## src/rtl/stopwatch_input_conditioner.sv

```systemverilog
// Stopwatch input front end: 2-flop sync, tick-gated debounce, press pulses and pause state on clk_100MHz.
// Optional macro COND_PAUSE_TOGGLE_EN builds the pause toggle FSM; otherwise pause_state follows the held pause button.
module stopwatch_input_conditioner #(
    parameter int unsigned TICK_DIV = 500000,
    parameter int unsigned STABLE_N = 4
) (
    input  logic clk_100MHz,
    input  logic reset_n,
    input  logic btn_reset_raw,
    input  logic btn_pause_raw,
    input  logic sw_adj_raw,
    input  logic sw_sel_raw,
    output logic sample_tick,
    output logic reset_pulse,
    output logic pause_pulse,
    output logic pause_state,
    output logic adj,
    output logic sel
);

    localparam int unsigned CNT_W   = (TICK_DIV > 1) ? $clog2(TICK_DIV) : 1;
    localparam int unsigned MC_W    = 4;
    localparam int unsigned N_IN    = 4;
    localparam int unsigned IDX_RST = 0;
    localparam int unsigned IDX_PAU = 1;
    localparam int unsigned IDX_ADJ = 2;
    localparam int unsigned IDX_SEL = 3;

    localparam logic [CNT_W-1:0] CNT_LAST  = CNT_W'(TICK_DIV - 1);
    localparam logic [CNT_W-1:0] CNT_PRE   = CNT_W'(TICK_DIV - 2);
    localparam logic [MC_W-1:0]  MC_STABLE = MC_W'(STABLE_N);

    logic [N_IN-1:0]  raw;
    logic [N_IN-1:0]  sync1;
    logic [N_IN-1:0]  sync2;
    logic [N_IN-1:0]  lvl;
    logic [CNT_W-1:0] cnt;
    logic             rst_lvl_d;
    logic             pause_lvl_d;

    assign raw[IDX_RST] = btn_reset_raw;
    assign raw[IDX_PAU] = btn_pause_raw;
    assign raw[IDX_ADJ] = sw_adj_raw;
    assign raw[IDX_SEL] = sw_sel_raw;

    // Two-flop synchronizer for all raw inputs
    always_ff @(posedge clk_100MHz or negedge reset_n) begin
        if (!reset_n) begin
            sync1 <= '0;
            sync2 <= '0;
        end else begin
            sync1 <= raw;
            sync2 <= sync1;
        end
    end

    // Sample tick: registered so it is high exactly while cnt == TICK_DIV-1
    always_ff @(posedge clk_100MHz or negedge reset_n) begin
        if (!reset_n) begin
            cnt         <= '0;
            sample_tick <= 1'b0;
        end else begin
            if (cnt == CNT_LAST) begin
                cnt <= '0;
            end else begin
                cnt <= cnt + CNT_W'(1);
            end
            sample_tick <= (cnt == CNT_PRE);
        end
    end

    // One debouncer per input; a level is accepted after STABLE_N consecutive mismatching samples
    for (genvar g = 0; g < N_IN; g++) begin : g_deb
        logic            lvl_q;
        logic [MC_W-1:0] mc;
        logic [MC_W-1:0] mc_inc;

        assign mc_inc = mc + MC_W'(1);

        always_ff @(posedge clk_100MHz or negedge reset_n) begin
            if (!reset_n) begin
                lvl_q <= 1'b0;
                mc    <= '0;
            end else if (sample_tick) begin
                if (sync2[g] == lvl_q) begin
                    mc <= '0;
                end else if (mc_inc == MC_STABLE) begin
                    lvl_q <= sync2[g];
                    mc    <= '0;
                end else begin
                    mc <= mc_inc;
                end
            end
        end

        assign lvl[g] = lvl_q;
    end

    // Rising-edge pulses one cycle after the accepted level rises
    always_ff @(posedge clk_100MHz or negedge reset_n) begin
        if (!reset_n) begin
            rst_lvl_d   <= 1'b0;
            pause_lvl_d <= 1'b0;
            reset_pulse <= 1'b0;
            pause_pulse <= 1'b0;
        end else begin
            rst_lvl_d   <= lvl[IDX_RST];
            pause_lvl_d <= lvl[IDX_PAU];
            reset_pulse <= lvl[IDX_RST] & ~rst_lvl_d;
            pause_pulse <= lvl[IDX_PAU] & ~pause_lvl_d;
        end
    end

    assign adj = lvl[IDX_ADJ];
    assign sel = lvl[IDX_SEL];

`ifdef COND_PAUSE_TOGGLE_EN
    typedef enum logic {
        RUN    = 1'b0,
        PAUSED = 1'b1
    } pause_st_t;

    pause_st_t state;

    // Reset press wins over a simultaneous pause press; ADJ mode freezes the state
    always_ff @(posedge clk_100MHz or negedge reset_n) begin
        if (!reset_n) begin
            state <= RUN;
        end else if (reset_pulse) begin
            state <= RUN;
        end else if (pause_pulse && !adj) begin
            state <= (state == RUN) ? PAUSED : RUN;
        end
    end

    assign pause_state = (state == PAUSED);
`else
    assign pause_state = lvl[IDX_PAU];
`endif

endmodule

```

## config.mk

```make
export PLATFORM = sky130hd
export DESIGN_NAME = stopwatch_input_conditioner
export DESIGN_NICKNAME = d
export VERILOG_FILES = /design/src/rtl/stopwatch_input_conditioner.sv
export SDC_FILE = /design/constraint.sdc
export NUM_CORES = 1
export LEC_CHECK = 0
export CAP_MARGIN = 20
export CORE_UTILIZATION = 35
export DETAILED_ROUTE_END_ITERATION = 10
export PLACE_DENSITY_LB_ADDON = 0.12
export SYNTH_ARGS = -nofsm -noshare
export SYNTH_HDL_FRONTEND = slang
export SYNTH_SLANG_ARGS = --single-unit
```

## constraint.sdc

```tcl
create_clock -name clk_100MHz -period 4.3 [get_ports clk_100MHz]
set_input_delay 0.43 -clock clk_100MHz [delete_from_list [all_inputs] [get_ports clk_100MHz]]
set_output_delay 0.43 -clock clk_100MHz [all_outputs]
set_load 0.01 [all_outputs]
```

==> flow_summary.ini <==
[die]
io_pins = 12
design.core.area_sq_mm = 0.00631
start_util = 0.360
fp.dieW_microns = 82.6
dieArea_sq_mm = 0.00683
row_count = 29
die_height_microns = 82.6

[synth]
synth_most_common_cell = dfrtp_1
yosysTopAreaCellShare = 0.572
synthCells = 198
ys_warn_count = 0
synth_nets = 210
synth_area_leaders = dfrtp_1 (57%), xnor2_1 (4.2%), ha_1 (3.3%), o2bb2ai_1 (3.1%), nand2_1 (2.8%)
async_flop_share = 1.00
seq_area_frac_synth = 0.572
ys_ff_latch = 52
synth-edff-count = 0
netlist.top_cell.by_area = dfrtp_1
synth_commonest_cells = dfrtp_1 (52), nand2_1 (17), nor2_1 (15)
ys_types = 41
synth_top_flop_cell = dfrtp_1
syn_area_sq_mm = 0.00227
avgSynthCellArea_sq_um = 11.5

[timing]
relSlewSlack = 0.556
post-route-period-util = 0.473
hold_violations = 0
finalCriticalPeriod_ps = 2040
clock-skew-final_ps = 14.9
rsz0062_at_grt = no
maxSlewViolCount = 0
setup_viol = 0
tns_ps = 0
worst_pin_slew_ps = 665
fmax_mhz = 491

[critical_path]
cp_num_buf_inv = 1
required_ps = 3870
cp_data_arrival_time_ps = 1610
path_cells = clkdlybuf4s50_1
max_stage_delay_ps = 670
endpoint_kind = primary output
cp-start-kind = register
crit_path_top_delay_cell = dfrtp_1
cp_max_fo = 17
path_delay_family = flip-flops
worstSetupPathType = reg -> out

[clocking]
cts_hold_buf = 0
cts.path.max_buffers = 2
tritoncts = done
ctsResizeCount = 0
cts.clk_slew.worst_paths_ps = 100
postCtsSetupBuffers = 0
htree_levels = 2
cts_made_buffers = 5
clk_latency_ps = 310
cts_num_sinks = 52
cts_root_buf = clkbuf_8

[finish]
layout.area.seq_sq_mm = 0.00130
syn2layout_area_growth_pct = 14.0
final_cell_count_no_fill = 292
diodes = 0
nNetsFinal = 226
drive_above_1_share = 0.0930
multiInputGateArea_sq_um = 932
fill_cells = 624
fin_util = 0.411

[global_routing]
antenna_found_initial = 0
grt-ovfl-total = 0
grt_pass1_vias = 1537
grt_max_degree = 53
grt_util_all_layers = 0.138
grt_pass1_wl_microns = 7040

[status]
status = finished clean

[detailed_routing]
wl_per_cell_microns = 14.1
drt-initial-drc-count = 113
drt_wl_total_microns = 4130
via_per_inst = 5.15
drc_errors = 0
ant_nets = 0
firstDrtPassIters = 5
vias = 1503

[place]
routabilityCongestion = 0.736
numPortBuffers = 11
place_inst = 284
dp_hpwl_microns = 2800

[power_and_ir_drop]
fin_total_pwr_mw = 0.865
ir_worst_vdd_mv = 0.203
power-per-cell-area_mw_per_mm2 = 334
p_leak_nw = 1.15

[hold_path]
hp-class = in -> async

[run]
maxCapViolations = 0
==> state kept, by name, indices dropped and copies added, names as in the netlist, 4 cells and up <==
| signal | flops |
|---|---|
| g_deb.mc | 16 |
| sync1 | 4 |
| cnt | 19 |
| sync2 | 4 |
==> area by class of cell <==
| class | count | area share |
|---|---|---|
| clock buffers | 6 | 0.0318 |
| multi-input cells | 135 | 0.359 |
| repair buffers | 12 | 0.0434 |
| well taps | 77 | 0.0371 |
| clock inverters | 2 | 0.0150 |
| flip-flops and latches | 52 | 0.502 |
| inverters | 8 | 0.0116 |
==> power by group <==
group / total [mW] / leakage [nW] / internal [mW] / switching (mW)
logic: 0.0169 / 0.392 / 0.00518 / 0.0117
clock network: 0.354 / 0.0614 / 0.191 / 0.164
registers: 0.494 / 0.694 / 0.492 / 0.00169
total: 0.865 / 1.15 / 0.688 / 0.177
==> kinds of logic after synthesis <==
family	Yosys count	share of synthesized area
multiplexers	4	0.0198
XOR/XNOR	18	0.0693
AND/OR/NAND/NOR	76	0.192
buffers and inverters	11	0.0182
adder cells (fa/ha/maj)	6	0.0330
flip-flops	52	0.572
AO/OA/AOI/OAI	31	0.0957
==> cells in the final DEF (no fill, tap or decap), types with 2 or more instances in the layout <==
cell type / count
dfrtp_1: 52
nand2_1: 17
nor2_1: 15
nand3_1: 11
xnor2_1: 11
clkdlybuf4s50_1: 10
o2bb2ai_1: 8
inv_1: 7
xor2_1: 7
o21ai_0: 7
nor3_1: 6
a21oi_1: 6
ha_1: 6
clkbuf_8: 6
nor2b_1: 5
mux2_2: 4
nor4_1: 3
and3_1: 3
o31ai_1: 2
nor3b_1: 2
a22o_1: 2
==> path summary, 6_finish.rpt <==
check	end	startpoint	cells past startpoint	slack [ps]
worst max register to register	g_deb[1].mc[0]$_DFFE_PN0P_	sample_tick$_DFF_PN0_	3	2380
worst min register to register	sync2[0]$_DFF_PN0_	sync1[0]$_DFF_PN0_	0	360
worst min-delay path	pause_pulse$_DFF_PN0_	reset_n	2	220
worst max-delay path	sample_tick	sample_tick$_DFF_PN0_	1	2260
max in group asynchronous	sync2[0]$_DFF_PN0_	reset_n	2	3610
min in group clk_100MHz	sync2[0]$_DFF_PN0_	sync1[0]$_DFF_PN0_	0	360
==> through the flow <==
stage | hold WS [ps] | setup WS, ps | cell area (sq um)
after floorplan | 134 | 2780 | 2270
after global placement | 332 | 2480 | 2470
after detailed placement | 339 | 2380 | 2470
after CTS | 259 | 2220 | 2590
after global routing | 280 | 2160 | 2590
final | 215 | 2260 | 2590
==> routing by layer <==
layer  global-route usage  wire (microns)  share of wire
met5                    0               0              0
met4               0.0517              48          0.012
met3               0.0297              66          0.016
met2                0.247            2130           0.52
met1                0.160            1880           0.46
(Power assumes the default switching activity.)
